[src/rtl/seq_divider.sv]
// seq_divider: 32-bit signed restoring divider, 33-edge latency from start to done.
// Results are registered copies, so the outputs keep their last values while a division is running.
module seq_divider #(
  parameter int WIDTH = 32
) (
  input  logic             clk,
  input  logic             in_reset,
  input  logic             in_start,
  input  logic [WIDTH-1:0] in_dividend,
  input  logic [WIDTH-1:0] in_divisor,
  output logic [WIDTH-1:0] out_quotient,
  output logic [WIDTH-1:0] out_remainder,
  output logic             out_busy,
  output logic             out_done,
  output logic             out_div_by_zero
);
  typedef enum logic [1:0] {IDLE, ITER, FIX, DONE} state_t;
  state_t           state;
  logic [WIDTH:0]   rem, shifted, diff;
  logic [WIDTH-1:0] quo, dvs;
  logic [5:0]       cnt;
  logic             neg_q, neg_r, dz;
  always_comb begin
    shifted = {rem[WIDTH-1:0], quo[WIDTH-1]};
    diff    = shifted - {1'b0, dvs};
  end
  always_ff @(posedge clk or negedge in_reset) begin
    if (!in_reset) begin
      state           <= IDLE;
      rem             <= '0;
      quo             <= '0;
      dvs             <= '0;
      cnt             <= '0;
      neg_q           <= 1'b0;
      neg_r           <= 1'b0;
      dz              <= 1'b0;
      out_quotient    <= '0;
      out_remainder   <= '0;
      out_busy        <= 1'b0;
      out_done        <= 1'b0;
      out_div_by_zero <= 1'b0;
    end else if (in_start) begin
      state           <= ITER;
      rem             <= '0;
      quo             <= in_dividend[WIDTH-1] ? -in_dividend : in_dividend;
      dvs             <= in_divisor[WIDTH-1] ? -in_divisor : in_divisor;
      cnt             <= '0;
      neg_q           <= in_dividend[WIDTH-1] ^ in_divisor[WIDTH-1];
      neg_r           <= in_dividend[WIDTH-1];
      dz              <= in_divisor == '0;
      out_busy        <= 1'b1;
      out_done        <= 1'b0;
      out_div_by_zero <= 1'b0;
    end else begin
      case (state)
        ITER: begin
          rem   <= diff[WIDTH] ? shifted : diff;
          quo   <= {quo[WIDTH-2:0], ~diff[WIDTH]};
          cnt   <= cnt + 6'd1;
          state <= cnt == 6'(WIDTH - 1) ? FIX : ITER;
        end
        FIX: begin
          // a zero divisor yields all-ones quotient and |dividend| remainder, so only the quotient needs overriding
          out_quotient    <= dz ? '1 : neg_q ? -quo : quo;
          out_remainder   <= neg_r ? -rem[WIDTH-1:0] : rem[WIDTH-1:0];
          out_div_by_zero <= dz;
          out_busy        <= 1'b0;
          out_done        <= 1'b1;
          state           <= DONE;
        end
        default: ;
      endcase
    end
  end
endmodule
[config.mk]
export PLATFORM = sky130hd
export DESIGN_NAME = seq_divider
export DESIGN_NICKNAME = d
export VERILOG_FILES = /design/src/rtl/seq_divider.sv
export SDC_FILE = /design/constraint.sdc
export NUM_CORES = 1
export LEC_CHECK = 0
export ABC_AREA = 1
export CORE_UTILIZATION = 60
export CTS_CLUSTER_SIZE = 14
export DETAILED_ROUTE_END_ITERATION = 7
export PLACE_DENSITY = 0.89
export SLEW_MARGIN = 20
export SYNTH_ARGS = -nofsm -noshare
export SYNTH_HDL_FRONTEND = slang
export SYNTH_SLANG_ARGS = --single-unit
[constraint.sdc]
create_clock -name clk -period 3.9 [get_ports clk]
set_input_delay 0.78 -clock clk [delete_from_list [all_inputs] [get_ports clk]]
set_output_delay 0.78 -clock clk [all_outputs]
set_load 0.02 [all_outputs]
# Word-level counts from Yosys, hierarchy flattened
# Index checks and enable logic that the tools add are counted.
dict set report totals {
  ff_bits 174
  elab_cells 51
}
dict set report op_classes {
  add_sub_neg 6
  eq_ne 3
  n_mux 21
  n_bitwise 3
  n_reduce_logical 5
}
# op n
set ops {}
lappend ops {{32-bit two-way mux} 10}
lappend ops {{32-bit negator} 4}
lappend ops {{33-bit by 32-bit subtractor with 33-bit output} 1}
lappend ops {{32-bit logical NOT} 1}
lappend ops {{6-bit two-way mux} 2}
lappend ops {{6-bit by 1-bit adder with 6-bit output (second input constant)} 1}
lappend ops {{6-bit by 5-bit equality test with 1-bit output (second input constant)} 1}
lappend ops {{1-bit two-way mux} 6}
lappend ops {{2-bit two-way mux} 2}
lappend ops {{2-bit case mux with 2 select lines} 1}
lappend ops {{2-bit nonzero test} 2}
lappend ops {{3-bit nonzero test} 1}
lappend ops {{2-bit by 1-bit equality test with 1-bit output (second input constant)} 1}
lappend ops {{2-bit equality test (second input constant)} 1}
lappend ops {{1-bit inverter} 2}
lappend ops {{2-bit AND reduction} 1}
lappend ops {{1-bit bitwise XOR} 1}

# Depth between registers and ports, before layout
# Gate-level depths: netlist (run 1).
dict set report depth {
  ltp_word 4
  depth_mapped 18
}

# Least setup slack after synthesis (run 1)
# OpenSTA, ideal clock, no wires.
dict set report synth_path {
  path_kind {reg-to-reg}
  start {register quo[31]}
  end {register rem[18]}
  arrival_ns 2.117
  t_required_ns 3.783
  path_slack_ns 1.666
  stages_incl_launch_ff 18
  path_buffers 2
  period_less_slack_ns 2.234
  cell_sequence {dfrtp_1 inv_1 ha_1 fa_1 inv_1 nand2_1 nand2_1 nand3_1 nand2_2 nand2_2 nand2_4 nand2_4 nand3_4 buf_6 buf_6 nand3_2 nand3_1 nand2_1}
}
dict set report synth_between {
  elab_chain_len 4
}
# element line_no
set synth_rtl {}
lappend synth_rtl {{from (decl)} 20} ;# logic [WIDTH-1:0] quo, dvs;
lappend synth_rtl {{from (signal assigned)} 45} ;# quo <= in_dividend[WIDTH-1] ? -in_dividend : in_dividend;
lappend synth_rtl {{from (signal assigned)} 58} ;# quo <= {quo[WIDTH-2:0], ~diff[WIDTH]};
lappend synth_rtl {{33-bit by 32-bit subtractor with 33-bit output} 25} ;# diff = shifted - {1'b0, dvs};
lappend synth_rtl {{32-bit two-way mux} 57} ;# rem <= diff[WIDTH] ? shifted : diff;
lappend synth_rtl {{32-bit two-way mux} 55} ;# case (state)
lappend synth_rtl {{32-bit two-way mux} 42} ;# end else if (in_start) begin
lappend synth_rtl {{to (signal assigned)} 57}
lappend synth_rtl {{to (decl)} 19} ;# logic [WIDTH:0] rem, shifted, diff;
# No other way between the ends. The select of a mux whose other input is x is not followed.
# A chain may end at the register's enable or synchronous reset.

# Final worst setup path (run 1)
dict set report layout_path {
  start {register rem[0]}
  end {register rem[14]}
}
dict set report layout_between {
  elab_chain_len 4
}
# element line_no
set layout_rtl {}
lappend layout_rtl {{33-bit by 32-bit subtractor with 33-bit output} 25}
lappend layout_rtl {{32-bit two-way mux} 57}
lappend layout_rtl {{32-bit two-way mux} 55}
lappend layout_rtl {{32-bit two-way mux} 42}
# No other way between the ends. The select of a mux whose other input is x is not followed.

==> results of run 1 <==
registers in the layout, indices dropped and copies added (netlist names):
register         count
out_div_by_zero      1
neg_r                1
quo                 32
state                2
cnt                  6
neg_q                1
out_done             1
dz                   1
dvs                 32
rem                 32
out_quotient        32
out_busy             1
out_remainder       32
worst reg2reg max path: cells and delay by family (launching register included):
kind / cells / cell delay, ps
DFF: 1 / 440
buffers and inverters: 2 / 290
adders and majority gates: 1 / 480
and+or+nand+nor: 13 / 1520
metal layers:
layer | share of wire | vias up | global-route usage
met5 | 0 | - | 0
met4 | 0.016 | 0 | 0.0930
met3 | 0.10 | 48 | 0.0696
met2 | 0.43 | 728 | 0.539
met1 | 0.45 | 6421 | 0.539
li1 | - | 6740 | -
worst paths after layout:
check,start,endpoint,slack [ps],cells past startpoint
hold / removal,in_reset,out_remainder[9],440,1
max in group asynchronous,in_reset,dvs[27],2590,2
setup / recovery,rem[0],rem[14],1060,16
min in group clk,out_remainder[26],out_remainder[26],480,2
hold reg to reg,out_remainder[26],out_remainder[26],480,2
setup reg to reg,rem[0],rem[14],1060,16
cells by family (layout without fill, tap and decap cells):
group / Yosys count / after routing / synth area share
AND/OR/NAND/NOR: 1119 / 1119 / 0.365
XOR/XNOR: 72 / 72 / 0.0474
adder cells (fa/ha/maj): 38 / 38 / 0.0363
AO/OA/AOI/OAI: 250 / 250 / 0.112
flip-flops: 174 / 174 / 0.328
buffers and inverters: 380 / 498 / 0.112
stage by stage:
step | instance area (sq um) | std cells | setup WS, ps | total power (W) | utilization
floorplan | 13300 | 2033 | 1670 | 0.00540 | -
global placement | 14800 | 2399 | 1130 | 0.00632 | 0.681
detailed placement | 14800 | 2399 | 1040 | 0.00646 | 0.681
CTS | 15500 | 2431 | 1110 | 0.00835 | 0.710
global route | 15500 | 2431 | 867 | 0.00907 | 0.710
finish | 15500 | 2431 | 1060 | 0.00847 | 0.710
cells in the mapped netlist, drive strengths merged (5+ instances only):
master	count
nand2	626
inv	318
nand3	235
nor2	177
dfrtp	174
o21ai	114
xor2	56
a21oi	45
clkbuf	37
ha	37
nand4	27
nor3	24
buf	23
o22ai	22
o221ai	16
xnor2	16
or2	14
o21bai	13
o211ai	10
nand3b	9
a31oi	5
nor4	5
o22a	5
area by class of cell:
class	count	area, sq um
sequential	174	4350
tap	280	350
clock buffer	17	425
fill	1855	6300
inverter	320	1200
timing repair buffer	146	1440
multi-input combinational	1479	7460
clock inverter	15	220
power breakdown:
part	total, W	switching [W]	leakage [nW]	internal, W
Combinational	0.00419	0.00278	5.53	0.00141
Sequential	0.00241	0.000369	2.16	0.00204
Clock	0.00187	0.000873	0.310	0.000997
Total	0.00847	0.00402	8.01	0.00445
==> metrics.txt, run 1 <==
# TYPE chip_impl_metric gauge
chip_impl_metric{name="critPathBufInv",unit=""} 2
chip_impl_metric{name="drt_pass1_iterations",unit=""} 6
chip_impl_info{name="critical_path.top_delay_family",value="simple AND/OR/NAND/NOR gates"} 1
chip_impl_info{name="tritoncts",value="yes"} 1
chip_impl_metric{name="timing.critical_path.required",unit="ps"} 4230
chip_impl_metric{name="worstPathArrival",unit="ps"} 3170
chip_impl_info{name="postSynth.topFlopCell",value="dfrtp_1"} 1
chip_impl_metric{name="worst_path_largest_cell_delay",unit="ps"} 480
chip_impl_metric{name="syn-instance-count",unit=""} 2033
chip_impl_metric{name="largest_driver_fanout_on_the_critical_path",unit=""} 32
chip_impl_metric{name="synth_top_area_frac",unit=""} 0.328
chip_impl_metric{name="tightestPinTransition",unit="ps"} 921
chip_impl_metric{name="synth_nets",unit=""} 2138
chip_impl_metric{name="placementRows",unit=""} 54
chip_impl_info{name="status",value="completed"} 1
chip_impl_metric{name="irDropWorstVdd",unit="uV"} 338
chip_impl_metric{name="fp.dieArea",unit="sq mm"} 0.0228
chip_impl_metric{name="cts_max_path_buffers",unit=""} 2
chip_impl_metric{name="dp.final_hpwl",unit="um"} 30900
chip_impl_metric{name="layout_min_cycle_time",unit="ps"} 2840
chip_impl_metric{name="htree_levels",unit=""} 4
chip_impl_metric{name="place.port_buffers",unit=""} 133
chip_impl_info{name="startpoint_type",value="flop"} 1
chip_impl_metric{name="cts_num_sinks",unit=""} 174
chip_impl_metric{name="timing.hold.ws",unit="ps"} 441
chip_impl_metric{name="power_density",unit="mW/mm^2"} 548
chip_impl_metric{name="cts_setup_buffers",unit=""} 0
chip_impl_info{name="critical_path.cell_chain",value="inv_1 > fa_1 > inv_1 > nand2_1 > nand2_1 > nand3_1 > nand2_2 > nand2_2 > nand2_4 > nand2_4 > nand2_4 > nand2_4 > nand2_4 > nand2_1 > nand3_1 > nand2_1"} 1
chip_impl_metric{name="largest_net_degree_at_the_start_of_global_routing",unit=""} 98
chip_impl_info{name="layout.cells.most_common",value="nand2_1"} 1
chip_impl_metric{name="antenna_left",unit=""} 0
chip_impl_metric{name="ys_seq_area_frac",unit=""} 0.328
chip_impl_metric{name="io_pins",unit=""} 134
chip_impl_info{name="synth_top_area_cell",value="dfrtp_1"} 1
chip_impl_metric{name="final-max-slew-violation-count",unit=""} 0
chip_impl_metric{name="clk_transition_reported_paths",unit="ps"} 80
chip_impl_metric{name="drive_gt1_frac",unit=""} 0.0516
chip_impl_metric{name="total_leakage_power",unit="nW"} 8.01
chip_impl_metric{name="globalplace.congestion",unit=""} 0.961
chip_impl_info{name="cp_slowest_cell",value="fa_1"} 1
chip_impl_info{name="synth_top_cells_by_area",value="dfrtp_1 (33%), nand2_1 (17%), inv_1 (8.6%)"} 1
chip_impl_metric{name="die-width",unit="um"} 151
chip_impl_metric{name="max_clock_freq",unit="MHz"} 352
chip_impl_metric{name="gr_ovfl_total",unit=""} 0
chip_impl_metric{name="post_cts_resize_count",unit=""} 0
chip_impl_metric{name="hold_viol",unit=""} 0
chip_impl_metric{name="grt_pass1_vias",unit=""} 12700
chip_impl_metric{name="post_synth_instance_area",unit="sq mm"} 0.0133
chip_impl_info{name="cts-root-buf",value="clkbuf_16"} 1
chip_impl_metric{name="postSynthAreaPerCell",unit="sq um"} 6.54
chip_impl_metric{name="global_route.usage.total",unit=""} 0.363
chip_impl_metric{name="clock-skew-final",unit="ps"} 11.1
chip_impl_metric{name="worst_skew_pair.late_latency",unit="ps"} 450
chip_impl_metric{name="initial_core_util",unit=""} 0.611
chip_impl_metric{name="synthArstFlopShare",unit=""} 1.00
chip_impl_metric{name="flow.area_growth_from_synthesis",unit="%"} 16.3
chip_impl_info{name="grt_setup_unrepaired",value="no"} 1
chip_impl_metric{name="final.setup.tns",unit="ps"} 0
chip_impl_metric{name="final_layout_net_count",unit=""} 2243
chip_impl_info{name="worst-setup-path-type",value="flop to flop"} 1
chip_impl_metric{name="wirelength_per_cell",unit="um"} 16.5
chip_impl_metric{name="via_per_inst",unit=""} 5.73
chip_impl_metric{name="grt_antenna_before_repair",unit=""} 0
chip_impl_info{name="hp-class",value="primary input to asynchronous set/reset pin"} 1
chip_impl_metric{name="post_synth_num_cell_types",unit=""} 50
chip_impl_metric{name="total_drc_errors_in_the_routed_layout",unit=""} 0
chip_impl_metric{name="cap_viol_max_count",unit=""} 0
chip_impl_metric{name="synth.ff_latch_count",unit=""} 174
chip_impl_metric{name="dieHeight",unit="um"} 151
chip_impl_info{name="end_kind",value="flop"} 1
chip_impl_metric{name="finalSetupViolations",unit=""} 0
chip_impl_metric{name="n_antenna_cell",unit=""} 0
chip_impl_metric{name="drt-total-wl",unit="um"} 40200
chip_impl_metric{name="synth_enable_flop_cells",unit=""} 0
chip_impl_info{name="critical_path.most_common_cell",value="nand2_4"} 1
chip_impl_metric{name="dr_total_vias",unit=""} 13900
chip_impl_metric{name="synthesis.yosys.warnings",unit=""} 0
chip_impl_metric{name="cts_buffers",unit=""} 17
chip_impl_metric{name="post-route-period-util",unit=""} 0.728
chip_impl_metric{name="post_cts_hold_buffer_count",unit=""} 0
chip_impl_metric{name="grt_pass1_wl",unit="um"} 64400
chip_impl_info{name="layout_common_cells",value="nand2_1 (614), inv_1 (304), nand3_1 (224)"} 1
chip_impl_metric{name="detailedRoute.firstIterationViolations",unit=""} 1460
chip_impl_metric{name="timing.slew.headroom",unit=""} 0.386
chip_impl_metric{name="fp.coreArea",unit="sq mm"} 0.0218
Note: power is estimated with default switching activity, not from simulation.
==> run 2, diff against run 1 <==
--- a/config.mk
+++ b/config.mk
@@ -6,10 +6,10 @@
 export NUM_CORES = 1
 export LEC_CHECK = 0
 export ABC_AREA = 1
-export CORE_UTILIZATION = 60
+export CORE_UTILIZATION = 59
 export CTS_CLUSTER_SIZE = 14
 export DETAILED_ROUTE_END_ITERATION = 7
-export PLACE_DENSITY = 0.89
+export PLACE_DENSITY = 0.88
 export SLEW_MARGIN = 20
 export SYNTH_ARGS = -nofsm -noshare
 export SYNTH_HDL_FRONTEND = slang
==> constraint.sdc (replaced) <==
create_clock -name clk -period 2.7 [get_ports clk]
set_input_delay 0.54 -clock clk [delete_from_list [all_inputs] [get_ports clk]]
set_output_delay 0.54 -clock clk [all_outputs]
set_load 0.02 [all_outputs]
==> run 2 against run 1 <==
Compared with the run above: non-clock buffer count rose by 21; largest cell class unchanged; die area rose by 1.7%; fmax rose by 14%; register-to-register slack got worse by 860 ps; critical path type unchanged; the flow now finishes with violations (DRC); highest routed layer unchanged; routed wire length fell by 1.8%; largest power group unchanged; worst hold slack got worse by 380 ps; cell count rose by 0.86%.
==> metrics.txt, run 2 (synthesis results as in run 1) <==
# TYPE chip_impl_metric gauge
chip_impl_metric{name="grt_antenna_before_repair",unit=""} 0
chip_impl_metric{name="rr_worst_depth",unit=""} 16
chip_impl_metric{name="critPathBufInv",unit=""} 3
chip_impl_metric{name="met1Wirelength",unit="um"} 18200
chip_impl_metric{name="initial_core_util",unit=""} 0.605
chip_impl_info{name="critical_path.top_delay_family",value="simple AND/OR/NAND/NOR gates"} 1
chip_impl_info{name="crit-reg2reg-launch",value="quo[31]"} 1
chip_impl_metric{name="finalWorstSetupSlack",unit="ps"} 202
chip_impl_metric{name="hold_viol",unit=""} 0
chip_impl_metric{name="fp.coreArea",unit="sq mm"} 0.0220
chip_impl_metric{name="final.setup.tns",unit="ps"} 0
chip_impl_metric{name="dr_total_vias",unit=""} 13800
chip_impl_info{name="failing_checks",value="DRC"} 1
chip_impl_info{name="reg2reg_to",value="rem[14]"} 1
chip_impl_metric{name="r2r_slack",unit="ps"} 200
chip_impl_metric{name="grt_pass1_vias",unit=""} 12600
chip_impl_metric{name="die-width",unit="um"} 152
chip_impl_metric{name="max_clock_freq",unit="MHz"} 400
chip_impl_metric{name="cts_buffers",unit=""} 17
chip_impl_metric{name="design_area",unit="sq mm"} 0.0156
chip_impl_metric{name="placementRows",unit=""} 54
chip_impl_metric{name="drt-total-wl",unit="um"} 39500
chip_impl_metric{name="count_of_placed_standard_cells_in_the_final_layout_fillers_left_out",unit=""} 2452
chip_impl_metric{name="finalSetupViolations",unit=""} 0
chip_impl_info{name="worst-setup-path-type",value="flop to flop"} 1
chip_impl_metric{name="worst_path_largest_cell_delay",unit="ps"} 400
chip_impl_metric{name="timing.slew.headroom",unit=""} 0.587
chip_impl_metric{name="clock-skew-final",unit="ps"} 17.8
chip_impl_info{name="status",value="complete, but fails checks"} 1
chip_impl_info{name="tritoncts",value="yes"} 1
chip_impl_metric{name="total_drc_errors_in_the_routed_layout",unit=""} 30
chip_impl_metric{name="place.port_buffers",unit=""} 133
chip_impl_info{name="critPathLaunch",value="quo[31]"} 1
chip_impl_metric{name="largest_driver_fanout_on_the_critical_path",unit=""} 29
chip_impl_metric{name="globalplace.congestion",unit=""} 0.982
chip_impl_metric{name="post-route-period-util",unit=""} 0.925
chip_impl_metric{name="clk_transition_reported_paths",unit="ps"} 90
chip_impl_metric{name="met2RoutedLength",unit="um"} 16400
chip_impl_metric{name="power_density",unit="mW/mm^2"} 778
chip_impl_metric{name="irDropWorstVdd",unit="uV"} 500
chip_impl_metric{name="grt_pass1_wl",unit="um"} 64600
chip_impl_info{name="grt_setup_unrepaired",value="no"} 1
chip_impl_metric{name="fp.dieArea",unit="sq mm"} 0.0231
chip_impl_metric{name="final-max-slew-violation-count",unit=""} 0
chip_impl_metric{name="dp_cells",unit=""} 2420
chip_impl_metric{name="final_util",unit=""} 0.710
chip_impl_metric{name="final_layout_net_count",unit=""} 2264
chip_impl_metric{name="worstPathArrival",unit="ps"} 2830
chip_impl_metric{name="cts_setup_buffers",unit=""} 0
chip_impl_metric{name="worst-path-stages",unit=""} 16
chip_impl_metric{name="antenna_left",unit=""} 0
chip_impl_metric{name="worst_skew_pair.late_latency",unit="ps"} 440
chip_impl_info{name="end_kind",value="flop"} 1
chip_impl_metric{name="dieHeight",unit="um"} 152
chip_impl_metric{name="n_antenna_cell",unit=""} 0
chip_impl_metric{name="tightestPinTransition",unit="ps"} 620
chip_impl_metric{name="via_per_inst",unit=""} 5.64
chip_impl_metric{name="drive_gt1_frac",unit=""} 0.0608
chip_impl_metric{name="timing.critical_path.required",unit="ps"} 3030
chip_impl_metric{name="layout_min_cycle_time",unit="ps"} 2500
chip_impl_info{name="layout.cells.most_common",value="nand2_1"} 1
chip_impl_info{name="crit_end",value="rem[14]"} 1
chip_impl_metric{name="gr_ovfl_total",unit=""} 0
chip_impl_metric{name="route.met3.wl",unit="um"} 4000
chip_impl_info{name="cp_slowest_cell",value="fa_1"} 1
chip_impl_metric{name="dp.final_hpwl",unit="um"} 30900
chip_impl_metric{name="cts_max_path_buffers",unit=""} 2
chip_impl_metric{name="global_route.usage.total",unit=""} 0.350
chip_impl_metric{name="wirelength_per_cell",unit="um"} 16.1
chip_impl_info{name="topRoutingLayerUsed",value="met4"} 1
chip_impl_metric{name="cap_viol_max_count",unit=""} 0
chip_impl_metric{name="flow.area_growth_from_synthesis",unit="%"} 17.3
chip_impl_info{name="cts-root-buf",value="clkbuf_16"} 1
chip_impl_metric{name="io_pins",unit=""} 134
chip_impl_metric{name="drt_pass1_iterations",unit=""} 8
chip_impl_metric{name="htree_levels",unit=""} 4
chip_impl_metric{name="preCtsSetupSlack",unit="ps"} 43.9
chip_impl_metric{name="total_leakage_power",unit="nW"} 8.10
chip_impl_info{name="startpoint_type",value="flop"} 1
chip_impl_metric{name="dpl_cell_area",unit="sq mm"} 0.0150
chip_impl_metric{name="detailedRoute.firstIterationViolations",unit=""} 1451
chip_impl_info{name="layout_common_cells",value="nand2_1 (614), inv_1 (304), nand3_1 (224)"} 1
chip_impl_metric{name="largest_net_degree_at_the_start_of_global_routing",unit=""} 62
chip_impl_info{name="hp-class",value="primary input to asynchronous set/reset pin"} 1
chip_impl_info{name="critical_path.cell_chain",value="inv_1 > ha_1 > fa_1 > inv_1 > nand2_1 > nand2_1 > nand3_1 > nand2_2 > nand2_2 > nand2_4 > nand2_4 > nand3_4 > buf_12 > nand3_1 > nand3_1 > nand2_1"} 1
chip_impl_metric{name="cts_num_sinks",unit=""} 174
run 2: cell count changes in the layout (fill, tap and decap cells not counted), sizes merged:
cell	delta
clkinv	+2
bufinv	-2
buf	+21
run 2: repair_timing:
item	CTS	global route
resized for setup	0	2
hold buffers	0	0
setup endpoints to repair	0	31
run 2: how the worst min path moves through the flow:
stage	from	end
4_1_cts	in_reset	dvs[8]
2_1_floorplan	in_reset	cnt[0]
6_report	in_reset	dvs[8]
3_5_place_dp	out_remainder[29]	out_remainder[29]
3_3_place_gp	out_busy	out_busy
5_1_grt	in_reset	dvs[8]
run 2: area by class of cell:
class / instances / area [sq um]
Timing Repair Buffer: 167 / 1620
Tap cell: 280 / 350
Clock buffer: 17 / 425
Clock inverter: 15 / 166
Inverter: 320 / 1200
Fill cell: 1941 / 6360
Multi-Input combinational cell: 1479 / 7470
Sequential cell: 174 / 4350
run 2: stage by stage:
stage	hold slack [ps]	power, W
finish	62.1	0.0121
global route	99.0	0.0130
CTS	86.2	0.0120
detailed placement	467	0.00946
global placement	460	0.00930
floorplan	244	0.00780
run 2: where the power goes:
group	total (W)	internal, W	leakage [nW]	switching [W]
Clock	0.00251	0.00125	0.285	0.00127
Sequential	0.00340	0.00295	2.16	0.000448
Combinational	0.00623	0.00218	5.65	0.00405
run 2: routing by layer:
layer,vias up,global-route usage
met5,-,0
met4,0,0.103
met3,57,0.0665
met2,645,0.509
met1,6360,0.525
li1,6768,-
==> run 3, diff against run 2 <==
--- a/config.mk
+++ b/config.mk
@@ -6,6 +6,8 @@
 export NUM_CORES = 1
 export LEC_CHECK = 0
 export ABC_AREA = 1
+export ABC_CLOCK_PERIOD_IN_PS = 2700
+export CAP_MARGIN = 20
 export CORE_UTILIZATION = 59
 export CTS_CLUSTER_SIZE = 14
 export DETAILED_ROUTE_END_ITERATION = 7
==> results of run 3 <==
The final DEF is identical to that of run 2; final timing and power are the same.
